### config.mk
export PLATFORM = sky130hd
export DESIGN_NAME = bram_arbiter
export DESIGN_NICKNAME = d
export VERILOG_FILES = /design/src/rtl/bram_arbiter_pkg.sv /design/src/rtl/bram_arbiter_rd_tag_pipe.sv /design/src/rtl/bram_arbiter.sv
export SDC_FILE = /design/constraint.sdc
export NUM_CORES = 1
export LEC_CHECK = 0
export BUFFER_PORTS_ARGS = -buffer_cell sky130_fd_sc_hd__buf_2
export CAP_MARGIN = 10
export CORE_AREA = 10 10 113 115
export CTS_CLUSTER_SIZE = 20
export DETAILED_ROUTE_END_ITERATION = 16
export DIE_AREA = 0 0 123 125
export HOLD_SLACK_MARGIN = 0.05
export PLACE_DENSITY = 0.57
export SLEW_MARGIN = 20
export SYNTH_ARGS = -nofsm -noshare
export SYNTH_HDL_FRONTEND = slang
export SYNTH_SLANG_ARGS = --single-unit
### constraint.sdc
create_clock -name clk -period 2.45 [get_ports clk]
set_clock_uncertainty 0.05 [all_clocks]
set_input_delay 0.3675 -clock clk [delete_from_list [all_inputs] [get_ports clk]]
set_output_delay 0.3675 -clock clk [all_outputs]
set_load 0.005 [all_outputs]
### src/rtl/bram_arbiter_pkg.sv
// Shared types for the two-requester BRAM port arbiter: FSM states,
// read-return owner tag and byte-enable width.
package bram_arb_pkg;

    localparam int BE_W = 4;

    typedef enum logic [1:0] {
        IDLE = 2'd0,
        OWN0 = 2'd1,
        OWN1 = 2'd2
    } state_t;

    typedef struct packed {
        logic valid;
        logic id;
    } owner_tag_t;

endpackage

### src/rtl/bram_arbiter_rd_tag_pipe.sv
// Shift register carrying the owner tag of each forwarded read so the
// returning data can be steered to the requester that issued it.
module rd_tag_pipe
    import bram_arb_pkg::*;
#(
    parameter int DEPTH = 1
) (
    input  logic       clk,
    input  logic       rst,
    input  owner_tag_t tag_in,
    output owner_tag_t tag_out
);

    owner_tag_t stage_reg [DEPTH];

    always_ff @(posedge clk or posedge rst) begin
        if (rst) begin
            for (int i = 0; i < DEPTH; i++) begin
                stage_reg[i] <= '0;
            end
        end else begin
            stage_reg[0] <= tag_in;
            for (int i = 1; i < DEPTH; i++) begin
                stage_reg[i] <= stage_reg[i-1];
            end
        end
    end

    assign tag_out = stage_reg[DEPTH-1];

endmodule

### src/rtl/bram_arbiter.sv
// Two-requester arbiter for a single BRAM port with round-robin, burst
// preemption, lock and tagged read return. Define ARB_STATS_EN for access counters.
module bram_arbiter
    import bram_arb_pkg::*;
#(
    parameter int ADDR_W    = 32,
    parameter int DATA_W    = 32,
    parameter int READ_LAT  = 1,
    parameter int MAX_BURST = 16
) (
    input  logic              clk,
    input  logic              rst,
    input  logic              S0_req,
    input  logic              S0_lock,
    input  logic              S0_R_req,
    input  logic [BE_W-1:0]   S0_W_req,
    input  logic [ADDR_W-1:0] S0_addr,
    input  logic [DATA_W-1:0] S0_W_data,
    output logic              S0_gnt,
    output logic              S0_R_valid,
    output logic [DATA_W-1:0] S0_R_data,
    input  logic              S1_req,
    input  logic              S1_lock,
    input  logic              S1_R_req,
    input  logic [BE_W-1:0]   S1_W_req,
    input  logic [ADDR_W-1:0] S1_addr,
    input  logic [DATA_W-1:0] S1_W_data,
    output logic              S1_gnt,
    output logic              S1_R_valid,
    output logic [DATA_W-1:0] S1_R_data,
    output logic              R_req,
    output logic [BE_W-1:0]   W_req,
    output logic [ADDR_W-1:0] addr,
    output logic [DATA_W-1:0] W_data,
    input  logic [DATA_W-1:0] R_data
`ifdef ARB_STATS_EN
    ,
    output logic [31:0]       stat_cnt0,
    output logic [31:0]       stat_cnt1
`endif
);

    localparam int CNT_W = $clog2(MAX_BURST + 1);

    state_t            state_reg, state_next;
    logic              rr_ptr_reg, rr_ptr_next;
    logic [CNT_W-1:0]  burst_reg, burst_next;
    logic              fwd0, fwd1;
    logic              burst_full;
    owner_tag_t        tag_in, tag_out;
    logic [1:0]        r_valid;

    assign burst_full = (burst_reg == CNT_W'(MAX_BURST));

    always_comb begin
        state_next = state_reg;
        case (state_reg)
            IDLE: begin
                if (S0_req && S1_req) state_next = rr_ptr_reg ? OWN1 : OWN0;
                else if (S0_req)      state_next = OWN0;
                else if (S1_req)      state_next = OWN1;
            end
            OWN0: begin
                if (!S0_req)                              state_next = S1_req ? OWN1 : IDLE;
                else if (burst_full && S1_req && !S0_lock) state_next = OWN1;
            end
            OWN1: begin
                if (!S1_req)                              state_next = S0_req ? OWN0 : IDLE;
                else if (burst_full && S0_req && !S1_lock) state_next = OWN0;
            end
            default: state_next = IDLE;
        endcase
    end

    // A new grant loads 1 so the counter equals the number of cycles owned
    // so far; preemption therefore happens after exactly MAX_BURST cycles.
    always_comb begin
        burst_next  = burst_reg;
        rr_ptr_next = rr_ptr_reg;
        if (state_next == IDLE) begin
            burst_next = '0;
        end else if (state_next != state_reg) begin
            burst_next  = CNT_W'(1);
            rr_ptr_next = (state_next == OWN0);
        end else if (!burst_full) begin
            burst_next = burst_reg + CNT_W'(1);
        end
    end

    always_ff @(posedge clk or posedge rst) begin
        if (rst) begin
            state_reg  <= IDLE;
            rr_ptr_reg <= 1'b0;
            burst_reg  <= '0;
        end else begin
            state_reg  <= state_next;
            rr_ptr_reg <= rr_ptr_next;
            burst_reg  <= burst_next;
        end
    end

    assign S0_gnt = (state_reg == OWN0);
    assign S1_gnt = (state_reg == OWN1);
    assign fwd0   = S0_gnt && S0_req;
    assign fwd1   = S1_gnt && S1_req;

    always_comb begin
        R_req  = 1'b0;
        W_req  = '0;
        addr   = '0;
        W_data = '0;
        if (fwd0) begin
            R_req  = S0_R_req;
            W_req  = S0_W_req;
            addr   = S0_addr;
            W_data = S0_W_data;
        end else if (fwd1) begin
            R_req  = S1_R_req;
            W_req  = S1_W_req;
            addr   = S1_addr;
            W_data = S1_W_data;
        end
    end

    assign tag_in.valid = R_req;
    assign tag_in.id    = fwd1;

    rd_tag_pipe #(
        .DEPTH (READ_LAT)
    ) u_tag_pipe (
        .clk     (clk),
        .rst     (rst),
        .tag_in  (tag_in),
        .tag_out (tag_out)
    );

    generate
        for (genvar gi = 0; gi < 2; gi++) begin : g_ret
            assign r_valid[gi] = tag_out.valid && (tag_out.id == 1'(gi));
        end
    endgenerate

    assign S0_R_valid = r_valid[0];
    assign S1_R_valid = r_valid[1];
    assign S0_R_data  = R_data;
    assign S1_R_data  = R_data;

`ifdef ARB_STATS_EN
    logic acc0, acc1;
    assign acc0 = fwd0 && (S0_R_req || (|S0_W_req));
    assign acc1 = fwd1 && (S1_R_req || (|S1_W_req));

    always_ff @(posedge clk or posedge rst) begin
        if (rst) begin
            stat_cnt0 <= '0;
            stat_cnt1 <= '0;
        end else begin
            if (acc0 && (stat_cnt0 != 32'hFFFF_FFFF)) stat_cnt0 <= stat_cnt0 + 32'd1;
            if (acc1 && (stat_cnt1 != 32'hFFFF_FFFF)) stat_cnt1 <= stat_cnt1 + 32'd1;
        end
    end
`endif

endmodule

# Word-level counts from Yosys, hierarchy flattened
# Index checks and enable logic that the tools add are counted.
classes:
  n_addsub: 1
  n_mul: 0
  div: 0
  magnitude_cmp: 0
  n_eq_ne: 6
  n_shift: 0
  muxes: 22
  bitwise: 2
  reduce_logical: 14
op_table:
  columns: ["op", "count"]
  rows:
  - ["2-to-1 mux 32 bit", 4]
  - ["2-to-1 mux 2 bit", 9]
  - ["2-to-1 mux 5 bit", 3]
  - ["logical AND 1 bit", 9]
  - ["2-to-1 mux 4 bit", 2]
  - ["one-hot mux 2 bit (3 select lines)", 1]
  - ["adder 5 x 1 -> 5 bit, second input constant", 1]
  - ["== test 5 bit, second input constant", 1]
  - ["== test 2 x 1 -> 1 bit, second input constant", 2]
  - ["zero test 2 bit", 2]
  - ["2-to-1 mux 1 bit", 3]
  - ["!= test 3 x 1 -> 1 bit, second input constant", 1]
  - ["== test 2 bit, second input constant", 1]
  - ["zero test 1 bit", 2]
  - ["!= test 2 bit", 1]
  - ["inverter 1 bit", 2]
  - ["AND reduction 2 bit", 1]
word_totals:
  reg_bits: 10
  latchBits: 0
  ramBits: 0
  rom_bits: 0
  in_bits: 176
  output_inout_bits: 137
  word_cells: 50
  n_memories: 0

# Logic depth before layout (Yosys ltp)
logic_depth:
  depth_word: 9
  depth_mapped: 8
  ltp_nobuf: 7

# Cells and area by module
# A second synthesis with hierarchy kept.
unflattened:
  hier_cells: 219
  area_unflattened_um2: 1848.0
modules_own_cells:
  columns: ["mod", "instances", "cells_each", "area_per_inst_um2", "seq_area_each_um2"]
  rows:
  - ["bram_arbiter", 1, 216, 1794.2, 200.2]
  - ["rd_tag_pipe", 1, 3, 53.8, 50.0]

# Worst setup path after synthesis
# No wires, ideal clock.
synth_path:
  path_type: "register -> output"
  start: "register state_reg[1]"
  end: "output W_req[0]"
  t_arrival_ps: 1300
  required_ps: 2033
  path_slack_ps: 733
  path_stages_with_launch: 6
  path_buffers: 2
  path_cell_list: "dfrtp_1 -> nand2b_1 -> nor2_2 -> buf_2 -> buf_2 -> a22o_1"
synth_via:
  elab_chain_len: 4
  word_cells_on_any_way: 6
  classes_between: "2 x eq/ne; 2 x mux; 2 x reduce/logical"
synth_rtl:
  columns: ["element", "line_no", "source"]
  rows:
  - ["from (decl)", "bram_arbiter.sv:45", "state_t state_reg, state_next;"]
  - ["from (signal assigned)", "bram_arbiter.sv:96", "state_reg <= state_next;"]
  - ["== test 2 bit", "bram_arbiter.sv:103", "assign S1_gnt = (state_reg == OWN1);"]
  - ["logical AND 1 bit", "bram_arbiter.sv:105", "assign fwd1 = S1_gnt && S1_req;"]
  - ["2-to-1 mux 4 bit", "bram_arbiter.sv:117", "end else if (fwd1) begin"]
  - ["2-to-1 mux 4 bit (*)", "bram_arbiter.sv:112", "if (fwd0) begin"]
  - ["to (decl)", "bram_arbiter.sv:32", "output logic [BE_W-1:0] W_req,"]
# Every way passes the cells marked *; elsewhere a longest branch is shown, timed or not.

# Worst setup path in the final report
layout_path:
  start: "register state_reg[1]"
  end: "output addr[19]"
layout_via:
  elab_chain_len: 4
  word_cells_on_any_way: 6
  classes_between: "2 x eq/ne; 2 x mux; 2 x reduce/logical"
layout_rtl:
  columns: ["element", "line_no", "source"]
  rows:
  - ["== test 2 bit", "bram_arbiter.sv:103", null]
  - ["logical AND 1 bit", "bram_arbiter.sv:105", null]
  - ["2-to-1 mux 32 bit", "bram_arbiter.sv:117", null]
  - ["2-to-1 mux 32 bit (*)", "bram_arbiter.sv:112", null]
  - ["to (decl)", "bram_arbiter.sv:33", "output logic [ADDR_W-1:0] addr,"]
# Marks and branches as above.

==> flow_metrics.env <==
export IMPL_outcome="finished, final reports clean"
export IMPL_drv_slew=0
export IMPL_ys_async_sr_fraction_pct=100
export IMPL_cts_hold_buffers=0
export IMPL_vias_per_cell=4.29
export IMPL_drtIter0Drc=107
export IMPL_synthTopCellsByArea="a22o_1 (35%), buf_4 (28%), dfrtp_1 (14%), clkbuf_1 (2.6%), inv_1 (1.5%)"
export IMPL_avgSynthCellArea_um2=8.30
export IMPL_static_leakage_power_nw=1.51
export IMPL_worstMarginPinSlew_ns=0.395
export IMPL_gp_congestion=0.877
export IMPL_r2r_slack_ns=0.54
export IMPL_hpwlAfterDp_um=8980
export IMPL_crit_chain="nand2b_1 > nor2_4 > buf_12 > a22o_1 > buf_2"
export IMPL_cts_resized=0
export IMPL_synth_cell_area_um2=1750
export IMPL_comb_power_share_pct=56.5
export IMPL_grt_pass1_vias=2319
export IMPL_ioPinCount=313
export IMPL_crit_path_max_incr_delay_ns=0.45
export IMPL_seqCellArea_um2=250
export IMPL_cts_buffers=3
export IMPL_slew_headroom_pct=73.4
export IMPL_drtPass1Iterations=4
export IMPL_cp_end_kind="output pin"
export IMPL_maxClockFrequency_ghz=0.479
export IMPL_htreeDepth=1
export IMPL_grt_use_total_pct=11.8
export IMPL_p_seq_share_pct=22.1
export IMPL_ir_drop_v=0.000331
export IMPL_synth_distinct_cells=32
export IMPL_clockRootBuffer="clkbuf_8"
export IMPL_synth_nets=389
export IMPL_post_drt_wl_per_cell_um=20.2
export IMPL_power_density_nw_per_um2=368
export IMPL_rows=38
export IMPL_crit_arrival_ns=1.67
export IMPL_wirelength_um=10000
export IMPL_required_ns=2.03
export IMPL_clock_latency_ns=0.23
export IMPL_nets=535
export IMPL_critPathMaxFanout=48
export IMPL_overflow=0
export IMPL_yosys_area_top_type="a22o_1"
export IMPL_synth_top_flop_cell="dfrtp_1"
export IMPL_fin_util_pct=24.3
export IMPL_yosysWarningCount=0
export IMPL_ys_ff_latch=10
export IMPL_core_area_um2=10600
export IMPL_drc=0
export IMPL_switchingPower_uw=340
export IMPL_finalCritPeriodShare_pct=85.2
export IMPL_synth_top_area_share_pct=35.0
export IMPL_yosysMostFrequentCell="a22o_1"
export IMPL_r2r_start="burst_reg[0]$_DFFE_PP0P_"
export IMPL_clock_power_share_pct=21.4
export IMPL_drive_above_1_share_pct=64.6
export IMPL_period_minus_slack_ns=2.09
export IMPL_swShare_pct=35.8
export IMPL_cts_sinks=10
export IMPL_drv_cap=0
export IMPL_dieArea_um2=15400
export IMPL_fin_setup_tns_ns=0
export IMPL_via_count=2130
export IMPL_hold_viol=0
export IMPL_die_y_um=125
export IMPL_intPower_uw=609
export IMPL_crit_family="flip-flops"
export IMPL_reg2reg_to="burst_reg[2]$_DFFE_PP0P_"
export IMPL_grt_max_degree=50
export IMPL_yosysSeqAreaShare_pct=14.3
export IMPL_synth_top_cells_by_count="a22o_1 (70), buf_4 (65), clkbuf_1 (12)"
export IMPL_min_path_type="input port to async pin"
export IMPL_path_class="flop to output pin"
export IMPL_cts_setup_buffers=0
export IMPL_areaGrowthSynthToFinish_pct=47.5
export IMPL_clock_path_buffers=2
export IMPL_cp_num_buf_inv=2
export IMPL_multi_input_area_um2=928
export IMPL_ant_nets=0
export IMPL_cp_slowest_cell="dfrtp_1"
export IMPL_grt_pass1_wl_um=14400
export IMPL_setup_viol=0
export IMPL_nFillCells=1169
export IMPL_io_buffer_count=216
export IMPL_grt_setup_unrepaired="false"
export IMPL_ff2ff_path_depth=7
export IMPL_start_util_pct=16.5
export IMPL_cts_clk_slew_worst_paths_ns=0.05
export IMPL_cts_tree="built"
export IMPL_synth_cells=211
export IMPL_synth_edff_count=0
export IMPL_antenna_found_initial=1
export IMPL_largest_register_ff_count=5
export IMPL_die_x_um=123
export IMPL_startpoint_type="flop"
[kinds of logic (layout without fill, tap and decap cells)]
logic type               Yosys count  after routing  synth area share, %
AO/OA/AOI/OAI                     83             83                 40.9
XOR/XNOR                           4              4                 2.00
adder cells (fa/ha/maj)            2              2                 1.43
buffers and inverters             88            233                 33.0
flip-flops                        10             10                 14.3
multiplexers                       1              1                0.572
other                              0              1                    0
AND/OR/NAND/NOR                   23             23                 7.86
[worst max path at each step]
| stage | from | end | slack [ns] | cells after the start |
|---|---|---|---|---|
| after CTS | state_reg[1]$_DFF_PP0_ | W_data[0] | 0.36 | 5 |
| after detailed placement | burst_reg[0]$_DFFE_PP0P_ | burst_reg[2]$_DFFE_PP0P_ | 0.54 | 7 |
| after global routing | state_reg[1]$_DFF_PP0_ | W_data[0] | 0.28 | 5 |
| after global placement | state_reg[1]$_DFF_PP0_ | W_data[0] | 0.63 | 5 |
| final | state_reg[1]$_DFF_PP0_ | addr[19] | 0.36 | 5 |
| after floorplan | state_reg[1]$_DFF_PP0_ | W_req[0] | 0.73 | 5 |
[power by group through the flow]
stage	registers [mW]	clock network (mW)	logic, mW
floorplan	0.204	0	0.336
global placement	0.211	0	0.539
detailed placement	0.211	0	0.546
CTS	0.209	0.209	0.546
global route	0.214	0.220	0.587
finish	0.210	0.203	0.536
[worst reg2reg max path: cells and delay by family (launching register included)]
kind	cells	cell delay [ns]
DFF	1	0.39
buffers and inverters	1	0.10
adders and majority gates	1	0.16
and+or+nand+nor	3	0.75
AOI/OAI and AO/OA	2	0.37
[per-layer routing]
layer  wire length, µm  vias up  track usage [%]
met5                 0        -                0
met4               319        0             3.98
met3               942       38             3.74
met2              5250      108             21.1
met1              3520      969             12.6
li1                  -     1015                -
[per-stage QoR]
step	setup slack (ns)	hold WS, ns	cell area [µm²]	std cells	power (mW)
5_1_grt	0.284	0.0784	2580	496	1.02
4_1_cts	0.360	0.0639	2580	496	0.964
3_5_place_dp	0.541	0.312	2520	492	0.756
3_3_place_gp	0.628	0.315	2520	492	0.750
6_report	0.364	0.0529	2580	497	0.949
2_1_floorplan	0.733	0.158	1750	211	0.540
[final cells by class]
type | count | share of cell area (%)
flip-flops and latches | 10 | 9.69
well taps | 140 | 6.79
inverters | 9 | 1.31
multi-input cells | 113 | 36.0
diodes | 1 | 0.0969
repair buffers | 220 | 44.0
clock buffers | 4 | 2.13
[placed cells by master (no fill, tap or decap), drive strengths merged, types with 3 or more instances in the layout]
master  netlist  layout
nand3b        3       3
clkbuf       12       4
inv           9       9
nor2          6       6
buf          67     220
nand2b        3       3
dfrtp        10      10
a22o         70      70
a31oi         5       5
No activity file was read; power rests on OpenSTA's default activity.
